<file path="src/rtl/amstrad_mmu_cfg_writer.sv">
// rtl/amstrad_mmu_cfg_writer.sv - replays MRER/RMR2/RAM-map/ROM-select I/O writes into the MMU
// Latches a target config on start, requests the bus, then issues timed io_WR strobes.
module amstrad_mmu_cfg_writer #(
    parameter int PULSE_LEN = 4,
    parameter int GAP_LEN   = 4
) (
    input  logic        CLK,
    input  logic        reset_n,
    input  logic        start,
    input  logic        plus_mode,
    input  logic [7:0]  ram_cfg,
    input  logic [7:0]  rom_sel,
    input  logic [7:0]  mrer,
    input  logic [7:0]  rmr2,
    input  logic        bus_gnt,
    output logic        bus_req,
    output logic        io_WR,
    output logic [15:0] A,
    output logic [7:0]  D,
    output logic        busy,
    output logic        done
);

    localparam logic [2:0] S_IDLE   = 3'd0;
    localparam logic [2:0] S_REQ    = 3'd1;
    localparam logic [2:0] S_SETUP  = 3'd2;
    localparam logic [2:0] S_STROBE = 3'd3;
    localparam logic [2:0] S_GAP    = 3'd4;
    localparam logic [2:0] S_DONE   = 3'd5;

    localparam logic [3:0] PULSE_LD = 4'(PULSE_LEN - 1);
    localparam logic [3:0] GAP_LD   = 4'(GAP_LEN - 1);

    logic [2:0]  state;
    logic [2:0]  state_nxt;
    logic [3:0]  cnt;
    logic [3:0]  cnt_nxt;
    logic [1:0]  idx;
    logic [1:0]  idx_nxt;

    logic        plus_q;
    logic [5:0]  ram_q;
    logic [7:0]  rom_q;
    logic [4:0]  mrer_q;
    logic [4:0]  rmr2_q;

    logic [15:0] item_a;
    logic [7:0]  item_d;
    logic        active;
    logic        unused_bits;

    assign unused_bits = ^{ram_cfg[7:6], mrer[7:5], rmr2[7:5], plus_q};

    // Item 0/1 exist only in plus mode; non-plus sequences start at index 2.
    always_comb begin
        item_a = 16'h7F00;
        item_d = 8'h00;
        case (idx)
            2'd0:    item_d = {3'b100, mrer_q};
            2'd1:    item_d = {3'b101, rmr2_q};
            2'd2:    item_d = {2'b11, ram_q};
            default: begin
                item_a = 16'hDF00;
                item_d = rom_q;
            end
        endcase
    end

    always_comb begin
        state_nxt = state;
        idx_nxt   = idx;
        case (state)
            S_IDLE: begin
                if (start) begin
                    state_nxt = S_REQ;
                    idx_nxt   = plus_mode ? 2'd0 : 2'd2;
                end
            end
            S_REQ: begin
                if (bus_gnt) begin
                    state_nxt = S_SETUP;
                end
            end
            S_SETUP: begin
                // Losing the grant here retries the same item without strobing.
                state_nxt = bus_gnt ? S_STROBE : S_REQ;
            end
            S_STROBE: begin
                if (cnt == 4'd0) begin
                    state_nxt = S_GAP;
                end
            end
            S_GAP: begin
                if (cnt == 4'd0) begin
                    if (idx == 2'd3) begin
                        state_nxt = S_DONE;
                    end else begin
                        idx_nxt   = idx + 2'd1;
                        state_nxt = bus_gnt ? S_SETUP : S_REQ;
                    end
                end
            end
            S_DONE:  state_nxt = S_IDLE;
            default: state_nxt = S_IDLE;
        endcase
    end

    always_comb begin
        cnt_nxt = (cnt == 4'd0) ? 4'd0 : cnt - 4'd1;
        if (state_nxt != state) begin
            if (state_nxt == S_STROBE) begin
                cnt_nxt = PULSE_LD;
            end else if (state_nxt == S_GAP) begin
                cnt_nxt = GAP_LD;
            end else begin
                cnt_nxt = 4'd0;
            end
        end
    end

    always_ff @(posedge CLK or negedge reset_n) begin
        if (!reset_n) begin
            state <= S_IDLE;
            cnt   <= 4'd0;
            idx   <= 2'd0;
        end else begin
            state <= state_nxt;
            cnt   <= cnt_nxt;
            idx   <= idx_nxt;
        end
    end

    always_ff @(posedge CLK or negedge reset_n) begin
        if (!reset_n) begin
            plus_q <= 1'b0;
            ram_q  <= 6'd0;
            rom_q  <= 8'd0;
            mrer_q <= 5'd0;
            rmr2_q <= 5'd0;
        end else if (state == S_IDLE && start) begin
            plus_q <= plus_mode;
            ram_q  <= ram_cfg[5:0];
            rom_q  <= rom_sel;
            mrer_q <= mrer[4:0];
            rmr2_q <= rmr2[4:0];
        end
    end

    // Outputs decode from registered state so reset clears them asynchronously.
    assign active  = (state == S_SETUP) || (state == S_STROBE) || (state == S_GAP);
    assign bus_req = (state == S_REQ) || active;
    assign busy    = (state == S_REQ) || active;
    assign io_WR   = (state == S_STROBE);
    assign done    = (state == S_DONE);
    assign A       = active ? item_a : 16'h0000;
    assign D       = active ? item_d : 8'h00;

endmodule

</file>
<file path="config.mk">
export PLATFORM = sky130hd
export DESIGN_NAME = amstrad_mmu_cfg_writer
export DESIGN_NICKNAME = d
export VERILOG_FILES = /design/src/rtl/amstrad_mmu_cfg_writer.sv
export SDC_FILE = /design/constraint.sdc
export NUM_CORES = 1
export LEC_CHECK = 0
export BUFFER_PORTS_ARGS = -buffer_cell sky130_fd_sc_hd__buf_4
export CAP_MARGIN = 15
export CORE_MARGIN = 1.5
export CORE_UTILIZATION = 35
export CTS_CLUSTER_SIZE = 10
export DETAILED_ROUTE_END_ITERATION = 7
export REMOVE_ABC_BUFFERS = 1
export SYNTH_ARGS = -nofsm -noshare
export SYNTH_HDL_FRONTEND = slang
export SYNTH_SLANG_ARGS = --single-unit
</file>
<file path="constraint.sdc">
create_clock -name CLK -period 1.9 [get_ports CLK]
set_input_delay 0.38 -clock CLK [delete_from_list [all_inputs] [get_ports CLK]]
set_output_delay 0.38 -clock CLK [all_outputs]
set_load 0.01 [all_outputs]
</file>
==> metrics, run 1 <==
status=finished, violations left; failing checks=setup timing; routed len/inst=12.9 um; R2R Path Start=cnt[3]$_DFF_PN0_; maxcap violations=0; Static Leakage=1.13 nW; grt ovf=0; part of the power in combinational logic=58.6%; DRT Pass-1 Iters=7; FF+latch count, synth=33; Iter 0 DRT Violations=58; PwrDens=1830 nW/um2; Synth area leader=dfrtp_1; final count of pins violating max slew=0; setup ws final=-0.178 ns; Crit. End Element=output port; Antenna diodes=0; number of global-route vias before repair=1292; Core Box Area=4850 um2; most common cell after layout, fill and taps aside=buf_4; die height=74.9 um; Max Clock Freq=481 MHz; ys flop type=dfrtp_1; Worst setup SP type=register; worst min path class=in -> async; layout cells sized above 1=50.4%; cell total after placement=281; die area=5610 um2; RSZ-0062 raised after global routing=yes; Clock Sinks=33; gr usage total=14.6%; Die X-Extent=74.9 um; CTS H-tree depth=2; CP Class=reg -> out; global-route wire length before repair=6040 um; final hold vios=0; post-synthesis cell count=172; Finished Core Util=50.2%; switching power=1.67 mW; CP startpoint=idx[1]$_DFFE_PN0P_; Synth Cell Area=1810 um2; Peak VDD IR=0.000570 V; Vias=1402; Critical Path RT=1.52 ns; CTS Root Cell=clkbuf_8; Clock Pin Slew Worst Setup and Hold Paths=0.07 ns; drt via density=4.75; P&R area growth vs syn=34.5%; Worst R2R Setup Slack=0.18 ns; end of the worst register-to-register path=cnt[3]$_DFF_PN0_; CTS tree=yes; Port Buffers=48; endpoints failing setup=7; post-synthesis sequential area ratio=45.7%; clock power share=13.1%; Nets=268; Reg power frac=28.4%; Area contributors post-synth=dfrtp_1 (46%), mux2_2 (14%), buf_4 (7.5%); Routed WL=3800 um; antenna violations before repair=0; Initial Util=37.3%; Cell variety after synth=38; GP Congestion=0.770; min Tclk post-route=2.08 ns; Final ANT Viol Nets=0; clk_lat worst skew=0.28 ns; YS warnings=0; non-filler cells, final=295; Detailed Place HPWL=2650 um; Int Power=2.77 mW; part of the cycle the worst path needs=109%; Worst Path Arrival=1.70 ns; largest net degree at the start of global routing=34; Hold Buf Count CTS=0; DRC viols=0; CTS Buf Count=5; Top Ports=65; clk_skew=0.00322 ns; most frequent cells in the layout=buf_4 (61), dfrtp_1 (32), nor2_1 (23); CP max FO=6; Syn Area/Cell=10.5 um2; Layout fillers=467; switch share=37.6%; CTS max path bufs=2; top cell type's share of synthesized area=45.7%; Post-synth EDFFs=0; Async SR Flop Fraction=100%; R2R cell count=4; FP Rows=25
layout make-up:
cell class | count | area (um2) | area share [%]
Sequential cell | 33 | 827 | 34.0
Inverter | 7 | 26.3 | 1.08
Clock inverter | 1 | 5.00 | 0.206
Tap cell | 67 | 83.8 | 3.45
Timing Repair Buffer | 65 | 520 | 21.4
Clock buffer | 7 | 96.3 | 3.96
Multi-Input combinational cell | 115 | 873 | 35.9
worst max path at each step:
stage	slack, ns	to	cells after the start
2_1_floorplan	-0.08	A[10]	3
3_3_place_gp	-0.12	A[10]	4
4_1_cts	-0.18	D[2]	7
6_report	-0.18	D[2]	7
5_1_grt	-0.31	D[3]	7
3_5_place_dp	-0.19	A[14]	4
cell usage after synthesis, drive strengths merged, types with 2 or more instances:
master / n
a21oi: 12
a222oi: 5
buf: 22
clkbuf: 2
dfrtp: 33
ha: 4
inv: 7
mux2: 23
mux2i: 2
nand2: 7
nand2b: 2
nor2: 25
nor2b: 2
nor3: 3
o21ai: 6
o32a: 2
critical path, cell delays in order (launching register included):
cell and delay, ns:
dfrtp_1 0.43, inv_2 0.09, ha_4 0.19, a222oi_1 0.32, nor2_1 0.08, a21oi_1 0.12, nor2_1 0.05, buf_4 0.13
power by group through the flow:
| stage | Combinational (mW) | Clock, mW | Sequential [mW] |
|---|---|---|---|
| floorplan | 1.38 | 0 | 1.25 |
| global placement | 2.37 | 0 | 1.24 |
| detailed placement | 2.38 | 0 | 1.25 |
| CTS | 2.62 | 0.594 | 1.25 |
| global route | 2.87 | 0.620 | 1.30 |
| finish | 2.60 | 0.582 | 1.26 |
through the flow:
step                      area, um2  hold slack, ns  worst slack (ns)  power (mW)  TNS [ns]
after floorplan                1670          0.0844           -0.0779        2.63    -0.468
after global placement         2210           0.347            -0.121        3.60    -0.726
after detailed placement       2210           0.348            -0.187        3.63     -1.23
after CTS                      2420          0.0426            -0.185        4.47    -0.893
after global routing           2430          0.0607            -0.309        4.79     -1.58
final                          2430          0.0291            -0.178        4.44    -0.796
kinds of logic (layout without fill, tap and decap cells):
| logic type | count (synthesis) | after routing | synth area share, % |
|---|---|---|---|
| muxes | 25 | 25 | 15.4 |
| buffers and inverters | 31 | 80 | 10.5 |
| and+or+nand+nor | 44 | 44 | 11.8 |
| DFF | 33 | 33 | 45.7 |
| AOI/OAI and AO/OA | 33 | 33 | 13.2 |
| xor gates and xnor gates | 1 | 1 | 0.485 |
| other | 1 | 8 | 0.207 |
| adders and majority gates | 4 | 4 | 2.77 |
flip-flops by register name (all words and copies together), names as in the netlist:
signal  cells
cnt         4
idx         2
mrer_q      5
ram_q       6
rmr2_q      5
rom_q       8
state       3
timing repair:
item	4_1_cts	5_1_grt
setup buffers	5	1
setup endpoints to repair	16	10
resized for setup	14	3
pin swaps	5	3
per-layer routing:
layer,wire [um],up-vias,track usage (%)
met5,0,-,0
met4,47,0,5.45
met3,153,8,3.61
met2,1830,33,22.8
met1,1760,661,19.6
li1,-,700,-
Note: power is estimated with default switching activity, not from simulation.
==> run 2: changes to the inputs <==
Settings changed: CELL_PAD_IN_SITES_DETAIL_PLACEMENT from default to 1, CELL_PAD_IN_SITES_GLOBAL_PLACEMENT from default to 1, CORE_ASPECT_RATIO from default to 2, PLACE_DENSITY_LB_ADDON from default to 0.1, SKIP_LAST_GASP from default to 1.
==> metrics, run 2 (synthesized netlist as in run 1, its figures left out) <==
status=finished, violations left; failing checks=setup timing; die height=105 um; PwrDens=1930 nW/um2; clk_skew=0.00245 ns; non-filler cells, final=286; number of global-route vias before repair=1627; part of the cycle the worst path needs=111%; switching power=1.84 mW; Port Buffers=48; final count of pins violating max slew=0; cell mode on critical path=nor2_1; Worst Path Arrival=1.73 ns; Int Power=2.95 mW; clk_lat worst skew=0.28 ns; most frequent cells in the layout=buf_4 (55), dfrtp_1 (32), nor2_1 (23); Die X-Extent=53.8 um; largest net degree at the start of global routing=34; drt via density=5.17; Detailed Place HPWL=3530 um; Vias=1480; Static Leakage=1.14 nW; gr usage total=18.9%; Routed WL=4940 um; Max stage delay cell, worst path=dfrtp_2; worst min path class=in -> async; min Tclk post-route=2.11 ns; Clock Sinks=33; P&R area growth vs syn=37.1%; die area=5630 um2; final hold vios=0; Clock Pin Slew Worst Setup and Hold Paths=0.07 ns; Iter 0 DRT Violations=29; end of the worst register-to-register path=cnt[3]$_DFF_PN0_; Core Box Area=4910 um2; part of the power in combinational logic=58.8%; RSZ-0062 raised after global routing=yes; layout cells sized above 1=50.7%; cell total after placement=270; endpoints failing setup=7; CP startpoint=idx[0]$_DFFE_PN0P_; DRC viols=0; global-route wire length before repair=7890 um; CTS Root Cell=clkbuf_8; total power=4.79 mW; maxcap violations=0; Antenna diodes=0; setup ws final=-0.210 ns; R2R cell count=4; Max Clock Freq=474 MHz; Top reg by flops=rom_q; Reg power frac=26.9%; grt ovf=0; max reg flops=8; CTS max path bufs=2; Final ANT Viol Nets=0; CTS H-tree depth=2; Initial Util=36.8%; Cell Chain, Critical Path=inv_2 > ha_4 > a222oi_1 > nor2_1 > a21oi_1 > nor2_1 > buf_4; clock power share=14.3%; CTS tree=yes; Crit. End Element=output port; hold_ws=0.0323 ns; Peak VDD IR=0.00125 V; DRT Pass-1 Iters=4; Nets=269; R2R Path Start=cnt[3]$_DFF_PN0_; CTS Buf Count=5; most common cell after layout, fill and taps aside=buf_4; Worst R2R Setup Slack=0.12 ns; biggest regs=rom_q (8), ram_q (6); GP Congestion=0.792; antenna violations before repair=0; routed len/inst=17.3 um; Top Ports=65; CP max FO=6; Critical Path RT=1.52 ns; Worst path max stage delay=0.42 ns; CP Class=reg -> out; switch share=38.4%; FP Rows=36; Worst setup SP type=register
==> run 2: worst max-delay path by stage <==
stage          cells past startpoint  endpoint
2_1_floorplan                      3     A[10]
3_3_place_gp                       7      D[3]
3_5_place_dp                       7      D[3]
4_1_cts                            7      D[0]
5_1_grt                            7      D[0]
6_report                           7      D[0]
==> run 2: cell type report <==
| type | instances | area, um2 |
|---|---|---|
| inverters | 7 | 30.0 |
| fillers | 564 | 2430 |
| multi-input cells | 115 | 888 |
| clock inverters | 1 | 30.0 |
| well taps | 57 | 71.3 |
| flip-flops and latches | 33 | 827 |
| clock buffers | 7 | 86.3 |
| repair buffers | 66 | 546 |
==> run 2: what timing repair did <==
item	in CTS	in global routing
cloned	2	1
setup buffers	3	2
hold buffers	0	0
endpoints found under the setup margin	7	16
pin swaps	6	2
gates resized for setup	13	17
==> run 2: power by group through the flow <==
stage	Sequential, mW	Clock (mW)	Combinational [mW]
5_1_grt	1.33	0.734	3.07
3_5_place_dp	1.27	0	2.45
3_3_place_gp	1.23	0	2.38
2_1_floorplan	1.25	0	1.38
6_report	1.29	0.685	2.82
4_1_cts	1.27	0.699	2.62
==> run 2: routing by layer <==
layer  vias up  GRT usage, %  share of wire, %
li1        688             -                 -
met1       745          19.5                33
met2        43          35.0                62
met3         4          3.57               4.0
met4         0          6.59              0.99
met5         -             0                 0
==> run 2: metrics by stage <==
| step | area (um2) | utilization (%) | setup WS, ns | TNS [ns] |
|---|---|---|---|---|
| 6_report | 2480 | 50.5 | -0.210 | -0.895 |
| 5_1_grt | 2480 | 50.5 | -0.309 | -2.35 |
| 4_1_cts | 2390 | 48.7 | -0.198 | -0.980 |
| 3_5_place_dp | 2190 | 44.6 | -0.0186 | -0.0530 |
| 3_3_place_gp | 2190 | 44.6 | 0.0136 | 0 |
| 2_1_floorplan | 1670 | - | -0.0779 | -0.468 |
==> run 2: worst max-delay path, delay by kind of cell, from the launching register on <==
kind	cells	cell delay [ns]
flops	1	0.42
simple gates	2	0.13
fa+ha+maj	1	0.19
compound gates	2	0.49
buf+inv	2	0.21
